--- src/rtl/stream_demux_1_4.sv ---
// Packet-aware 1:4 valid/ready stream demultiplexer with a 2-entry FIFO per output.
// The destination is sampled on a packet's first beat and held until its last beat.
module stream_demux_1_4 #(
  parameter int W = 4
) (
  input  logic              clk,
  input  logic              rst,
  input  logic              in_valid,
  output logic              in_ready,
  input  logic [W-1:0]      in_data,
  input  logic [1:0]        in_sel,
  input  logic              in_last,
  output logic [3:0]        out_valid,
  input  logic [3:0]        out_ready,
  output logic [3:0][W-1:0] out_data,
  output logic [3:0]        out_last,
  output logic              busy
);

  typedef enum logic {ST_IDLE, ST_LOCKED} state_t;

  state_t          r_state;
  logic [1:0]      r_lock_sel;
  logic [3:0][1:0] r_cnt;
  logic [3:0][W:0] r_head;
  logic [3:0][W:0] r_tail;

  logic [1:0]      w_dst;
  logic            w_acc;
  logic [W:0]      w_beat;
  logic [3:0]      w_push;
  logic [3:0]      w_pop;

  assign w_dst    = (r_state == ST_LOCKED) ? r_lock_sel : in_sel;
  assign in_ready = (r_cnt[w_dst] != 2'd2);
  assign w_acc    = in_valid && in_ready;
  assign w_beat   = {in_data, in_last};
  assign busy     = (r_state == ST_LOCKED);

  // Output view: payload is forced to zero whenever a FIFO is empty
  always_comb begin
    w_push    = '0;
    w_pop     = '0;
    out_valid = '0;
    out_data  = '0;
    out_last  = '0;
    for (int k = 0; k < 4; k++) begin
      out_valid[k] = (r_cnt[k] != 2'd0);
      w_push[k]    = w_acc && (w_dst == 2'(k));
      w_pop[k]     = out_valid[k] && out_ready[k];
      out_data[k]  = out_valid[k] ? r_head[k][W:1] : '0;
      out_last[k]  = out_valid[k] & r_head[k][0];
    end
  end

  always_ff @(posedge clk or posedge rst) begin
    if (rst) begin
      r_state    <= ST_IDLE;
      r_lock_sel <= 2'd0;
    end else if (w_acc) begin
      case (r_state)
        ST_IDLE: begin
          if (!in_last) begin
            r_state    <= ST_LOCKED;
            r_lock_sel <= in_sel;
          end
        end
        ST_LOCKED: begin
          if (in_last) r_state <= ST_IDLE;
        end
        default: r_state <= ST_IDLE;
      endcase
    end
  end

  always_ff @(posedge clk or posedge rst) begin
    if (rst) begin
      r_cnt <= '0;
    end else begin
      for (int k = 0; k < 4; k++) begin
        case ({w_push[k], w_pop[k]})
          2'b10:   r_cnt[k] <= r_cnt[k] + 2'd1;
          2'b01:   r_cnt[k] <= r_cnt[k] - 2'd1;
          default: r_cnt[k] <= r_cnt[k];
        endcase
      end
    end
  end

  // Storage: head shifts up from tail on a pop from a full FIFO; a push lands in
  // the first slot that is free after this cycle's pop
  always_ff @(posedge clk) begin
    for (int k = 0; k < 4; k++) begin
      if (w_pop[k] && (r_cnt[k] == 2'd2)) r_head[k] <= r_tail[k];
      if (w_push[k]) begin
        if ((r_cnt[k] == 2'd0) || ((r_cnt[k] == 2'd1) && w_pop[k]))
          r_head[k] <= w_beat;
        else
          r_tail[k] <= w_beat;
      end
    end
  end

endmodule

--- config.mk ---
export PLATFORM = sky130hd
export DESIGN_NAME = stream_demux_1_4
export DESIGN_NICKNAME = d
export VERILOG_FILES = /design/src/rtl/stream_demux_1_4.sv
export SDC_FILE = /design/constraint.sdc
export NUM_CORES = 1
export LEC_CHECK = 0
export BUFFER_PORTS_ARGS = -buffer_cell sky130_fd_sc_hd__buf_2
export CAP_MARGIN = 20
export CORE_MARGIN = 4
export CORE_UTILIZATION = 45
export DETAILED_ROUTE_END_ITERATION = 12
export PLACE_DENSITY = 0.71
export SYNTH_ARGS = -nofsm -noshare
export SYNTH_HDL_FRONTEND = slang
export SYNTH_SLANG_ARGS = --single-unit
--- constraint.sdc ---
create_clock -name clk -period 1.9 [get_ports clk]
set_input_delay 0.38 -clock clk [delete_from_list [all_inputs] [get_ports clk]]
set_output_delay 0.38 -clock clk [all_outputs]
set_load 0.01 [all_outputs]
; ---- After elaboration in Yosys (flattened, before gate mapping)
; Cells that the tools add are included.
[totals]
register_bits = 51
in_bits = 14
out_inout_bits = 26
wordCells = 116
[op_classes]
addsub = 8
n_lt_le_gt_ge = 1
eq_ne = 20
mux = 24
n_bitwise = 10
reduce_logical = 39
[op_table]
columns = operator, count
row1 = $mux W5, 12
row2 = $eq A2 B2 Y1 const B, 10
row3 = $eq A2 B1 Y1 const B, 9
row4 = $logic_and A1 B1 Y1, 17
row5 = $mux W4, 4
row6 = $pmux W2 S2, 4
row7 = $reduce_bool A2 Y1, 8
row8 = $logic_not A2 Y1, 5
row9 = $add A2 B1 Y2 const B, 4
row10 = $reduce_and A2 Y1, 4
row11 = $sub A2 B1 Y2 const B, 4
row12 = $not A1 Y1, 6
row13 = $and A1 B1 Y1, 4
row14 = $bmux W2 S2, 1
row15 = $logic_or A1 B1 Y1, 4
row16 = $mux W2, 2
row17 = $lt A2 B3 Y1 const B, 1
row18 = $reduce_and A3 Y1, 1
row19 = $ne A2 B2 Y1 const B, 1
row20 = $mux W1, 1

; ---- Depth between registers and ports, before layout
[depth]
ltp_word = 8
ltp_mapped = 6
depth_no_buf = 6

; ---- Worst setup path after synthesis
; OpenSTA, ideal clock, no wires.
[synth_timing]
path_kind = reg2reg
from = register r_state, in the netlist busy
to = register r_tail[5] in the netlist's numbering, enable pin
setup_time_ps = 376
t_arrival_ps = 1632
slack_ps = -108
path_stages_with_launch = 5
n_path_buf = 1
period_less_slack_ps = 2008
path_cell_list = dfrtp_1 > buf_6 > mux2i_1 > nand4_1 > a211oi_1
[synth_via]
elab_chain_cells = 7
[synth_lines]
columns = item, line
row1 = from (decl), 22  ; state_t r_state;
row2 = from (signal assigned), 58  ; r_state <= ST_IDLE;
row3 = from (signal assigned), 64  ; r_state <= ST_LOCKED;
row4 = from (signal assigned), 69  ; if (in_last) r_state <= ST_IDLE;
row5 = $mux W2 (*), 34  ; assign w_dst = (r_state == ST_LOCKED) ? r_lock_sel : in_sel;
row6 = $bmux W2 S2, 35  ; assign in_ready = (r_cnt[w_dst] != 2'd2);
row7 = $mux W2 (not written as such), 35
row8 = $ne A2 B2 Y1, 35
row9 = $logic_and A1 B1 Y1, 36  ; assign w_acc = in_valid && in_ready;
row10 = $logic_and A1 B1 Y1 (*), 49  ; w_push[k] = w_acc && (w_dst == 2'(k));
row11 = $reduce_and A2 Y1 (no source line) (*), -
row12 = "to (signal, indexed assignment)", 99  ; r_tail[k] <= w_beat;
row13 = to (decl), 26  ; logic [3:0][W:0] r_tail;
; Every way passes the cells marked *; elsewhere a longest branch is shown, timed or not. The select of a mux whose other input is x is not followed.
; A chain may end at the register's enable or synchronous reset.

; ---- Worst setup path in the final report
[layout_timing]
from = register r_state, in the netlist busy
to = output in_ready
[layout_via]
elab_chain_cells = 4
[layout_lines]
columns = item, line
row1 = $mux W2, 34
row2 = $bmux W2 S2, 35
row3 = $mux W2 (not written as such), 35
row4 = $ne A2 B2 Y1, 35
row5 = to (decl), 9  ; output logic in_ready,
; Every way passes these cells. The select of a mux whose other input is x is not followed.

==> results by stage <==
Route:
- After detailed routing, the average wire length per cell comes to about 14 microns.
- The number of remaining DRC errors is 0.
- The vias after detailed routing is around 1700.
- In this run the remaining antenna-violating nets after routing total 0.
- The first detailed-routing pass took 4 iterations.
- For this block, the initial DRC count from the detailed router was 33.
- The detailed-route wire length is between 5000 and 6000 microns.
- The via count normalized by instance count is 4.92.

Global routing:
- The global-route usage over all layers is 0.146.
- The first-pass GRT wire length is approximately 8000 microns.
- The initial antenna violation count is 0.
- The number of global-route vias before repair is 1723.
- The aggregate global routing overflow is 0.
- Entering global routing, the biggest net connects 16 pins.

Pwr:
- The power per cell area is approximately 1700 nW/um^2.
- Total power for the finished layout comes to 5.36 mW.
- The reported leakage power is approximately 1.4 nW.
- Of the total power, registers draw 0.338.
- IR analysis of the VDD net gives a maximum drop of between 0.0007 and 0.0008 V.
- The share of total power dissipated in combinational logic is 0.553.
- The switching power share of the total is 0.356.
- The net load switching power is around 1.9 mW.
- Internal power comes to around 3.5 mW.
- The part of the power in the clock network is 0.109.

Layout:
- The area occupied by registers is 1280 sq um.
- The proportion of layout cells with a drive suffix above 1 is 0.486.
- The cell area after layout is ~3200 sq um.
- The number of antenna diodes in the final layout is 0.
- The net count of the finished layout is approximately 310.
- The final cell count without fillers is 350.
- Compared with the post-synthesis result, the final layout area differs by 23.5%.
- The layout has ~480 filler cells.
- In the final layout, the multi-input gates occupy around 1300 sq um.

Synthesis:
- Yosys printed 0 warnings.
- Counting every net in the synthesized netlist gives approximately 240.
- The most area-hungry cell type in the Yosys netlist is sky130_fd_sc_hd__edfxtp_1.
- In the synthesized netlist the dominant register cell turns out to be sky130_fd_sc_hd__edfxtp_1.
- By area, the combinational part of the netlist is dominated by multiplexers.
- By count the netlist is led by sky130_fd_sc_hd__mux2_2 (41), sky130_fd_sc_hd__nor2b_1 (25), sky130_fd_sc_hd__dfxtp_1 (20), sky130_fd_sc_hd__edfxtp_1 (20), sky130_fd_sc_hd__ha_1 (16).
- The adder-cell share of the synthesized area is 0.0776.
- The share of synthesized area in the top cell type comes to 0.233.
- The number of flops mapped to enable cells by yosys is 20.
- sky130_fd_sc_hd__mux2_2 is the most common cell in the netlist.
- The multiplexer area fraction after synthesis is 0.224.
- The netlist uses 26 different library cells.
- The netlist area before placement is between 2000 and 3000 sq um.
- The post-synthesis compound-gate area fraction is 0.0344.
- A synthesized cell averages approximately 13 sq um.
- The fraction of the mapped netlist area in simple logic gates is 0.118.
- Counting flops and latches in the post-synthesis netlist gives between 50 and 60.
- The number of instances in the synthesized netlist is ~210.
- The part of the Yosys area used for sequential elements is 0.495.
- After synthesis, the cell types taking the most area are sky130_fd_sc_hd__edfxtp_1 (23%), sky130_fd_sc_hd__mux2_2 (18%), sky130_fd_sc_hd__dfxtp_1 (16%), sky130_fd_sc_hd__dfrtp_1 (11%), sky130_fd_sc_hd__ha_1 (7.8%).
- The xor and xnor area share after synthesis is 0.0272.
- The share of synthesized flip-flops with an asynchronous set or reset is 0.216.

Clock network:
- The maximum buffer depth of the clock tree is 2.
- The cell sitting at the root of the clock tree is a sky130_fd_sc_hd__clkbuf_8.
- The H-tree was split into 2 levels.
- After clock tree synthesis, the clock-pin slew on the worst setup and hold paths is 0.09 ns.
- The clock reaches the later pin of the worst-skew pair after roughly 0.30 ns.
- The TritonCTS clock tree is built.
- The clock sink count is 51.
- In this run, CTS created clock tree buffers numbering 5.

Placement:
- Once placement completed, the tool counted placed cells totaling between 300 and 400.
- The placed instances occupy a cell area of between 2000 and 3000 sq um.
- OpenSTA, run right after detailed placement, puts the worst setup slack at about 0.077 ns.
- Detailed placement finished with a half-perimeter wire length of about 3700 microns.
- Buffers placed on the I/O ports in this run total 39.
- The final weighted congestion of routability-driven global placement is 0.752.

Job:
- Max-cap violations in this run came to 0.

Status:
- The final reports fail on negative setup slack.
- The run finished, with violations left.

Timing:
- In the post-route analysis, the smallest setup slack over all paths is -0.0803 ns.
- Setup repair after global routing could not meet its margin everywhere.
- The final-report setup violation count is 1.
- Measured against its own limit, the worst slew margin works out to 0.698.
- The maximum achievable frequency is slightly above 500 MHz.
- The slew at the pin closest to its max-slew limit is around 0.45 ns.
- The post-route clock period utilization is 1.04.
- The clock skew after layout is 0.00525 ns.
- The number of hold violations in the final report is 0.
- The final critical delay including setup and external delays is 1.98 ns.
- The number of pins exceeding their max-slew limit in the final report is 0.

Setup path:
- The endpoint identified for the worst register-to-register timing path is r_head[6].
- The cell repeated most along the worst path is sky130_fd_sc_hd__mux2i_2.
- Of all nets on the critical path, the largest fanout is 3.
- On the worst path, the slowest cell contributes a delay of ~0.44 ns.
- STA classifies the critical path startpoint as a register.
- The largest individual stage delay along the critical path comes from the cell sky130_fd_sc_hd__dfrtp_2.
- The worst setup path is of the register to output port kind.
- The worst reg-to-reg path cell count is 6.
- The data arrival time of the worst path is around 1.6 ns.
- At the worst endpoint, the required time is about 1.5 ns.
- In this run the critical register-to-register path is launched from r_cnt[3].
- Traced cell by cell, the critical path runs through mux2i_2, buf_4, mux2i_2, mux2i_1, buf_2.
- STA classifies the critical path endpoint as an output port.
- The worst reg-to-reg setup slack is around 0.080 ns.

Die:
- The vertical die dimension is around 84 microns.
- The initial standard-cell utilization of the core is 0.466.
- Measured along the x axis, the die boundary spans approximately 84 microns.
- The floorplan die area is approximately 7000 sq um.
- The initialized floorplan defines 27 standard-cell rows.
- The boundary pin count is 40.
- The area of the placeable core is around 5500 sq um.

Worst hold path:
- In this run the worst hold path is classified as input pin to asynchronous set/reset pin.
-- worst max-delay path by stage --
stage / from / endpoint / depth (start not counted)
after floorplan: busy / r_tail[5] / 4
after detailed placement: busy / r_head[9] / 5
after global placement: busy / r_head[10] / 4
after global routing: busy / in_ready / 5
final: busy / in_ready / 5
after CTS: busy / in_ready / 5
-- kinds of logic after synthesis --
| family | count (synthesis) |
|---|---|
| muxes | 51 |
| and+or+nand+nor | 51 |
| DFF | 51 |
| adders and majority gates | 16 |
| buffers and inverters | 15 |
| AOI/OAI and AO/OA | 14 |
| xor gates and xnor gates | 8 |
-- registers in the layout, summed over array words and instances (netlist names) --
signal	flops
r_head	20
r_cnt	8
busy	1
r_lock_sel	2
r_tail	20
-- worst max-delay path: cells and delay by family, from the launching register on --
family | cells | cell delay, ns
buf+inv | 2 | 0.31
mux | 3 | 0.55
flops | 1 | 0.44
-- area by class of cell --
class / count / share of cell area
multi-input cells: 140 / 0.406
repair buffers: 65 / 0.123
clock inverters: 2 / 0.00275
well taps: 72 / 0.0283
clock buffers: 6 / 0.0228
inverters: 14 / 0.0165
flip-flops and latches: 51 / 0.401
-- cell usage in the layout (no fill, tap or decap), types with 2 or more instances in the layout --
cell type,Yosys,layout
sky130_fd_sc_hd__buf_2,0,39
sky130_fd_sc_hd__ha_1,16,15
sky130_fd_sc_hd__mux2i_1,6,4
sky130_fd_sc_hd__nand4_1,4,4
sky130_fd_sc_hd__o21ai_0,5,5
sky130_fd_sc_hd__xnor2_1,8,8
sky130_fd_sc_hd__dfxtp_1,20,20
sky130_fd_sc_hd__a21oi_1,4,4
sky130_fd_sc_hd__nand2b_1,4,4
sky130_fd_sc_hd__nand2_1,12,10
sky130_fd_sc_hd__nor2b_2,0,5
sky130_fd_sc_hd__nand2_2,0,2
sky130_fd_sc_hd__inv_1,14,13
sky130_fd_sc_hd__mux2_2,41,41
sky130_fd_sc_hd__dfrtp_1,11,10
sky130_fd_sc_hd__nor2b_1,25,20
sky130_fd_sc_hd__nor2_2,1,2
sky130_fd_sc_hd__nor2_4,2,2
sky130_fd_sc_hd__edfxtp_1,20,20
sky130_fd_sc_hd__mux2i_2,1,3
sky130_fd_sc_hd__buf_4,0,26
sky130_fd_sc_hd__clkbuf_8,0,5
sky130_fd_sc_hd__mux2_4,2,2
sky130_fd_sc_hd__a211oi_2,0,2
-- metal layers --
metal  up-vias  part of all wire  GRT usage
li1        862                 -          -
met1       819              0.45      0.177
met2        33              0.48      0.250
met3         7             0.048     0.0395
met4         0             0.013     0.0512
met5         -                 0          0
-- power by group through the flow --
stage | Clock, mW | Combinational (mW) | Sequential, mW
after floorplan | 0 | 1.96 | 1.76
after global placement | 0 | 2.59 | 1.84
after detailed placement | 0 | 2.66 | 1.86
after CTS | 0.609 | 2.76 | 1.83
after global routing | 0.655 | 3.28 | 1.87
final | 0.584 | 2.97 | 1.81
-- stage by stage --
| stage | setup TNS (ns) | util | hold WS (ns) |
|---|---|---|---|
| global route | -0.201 | 0.575 | 0.108 |
| global placement | 0 | 0.535 | 0.396 |
| finish | -0.0803 | 0.575 | 0.0703 |
| detailed placement | 0 | 0.535 | 0.409 |
| floorplan | 0 | - | 0.232 |
| CTS | -0.0674 | 0.555 | 0.0754 |
-- timing repair --
action	CTS	global route
buffers inserted	4	9
resized for setup	1	13
cloned	0	0
hold buffers	0	0
pin swaps	0	3
hold endpoints to repair	0	0
setup endpoints to repair	1	32
(Power assumes the default switching activity.)
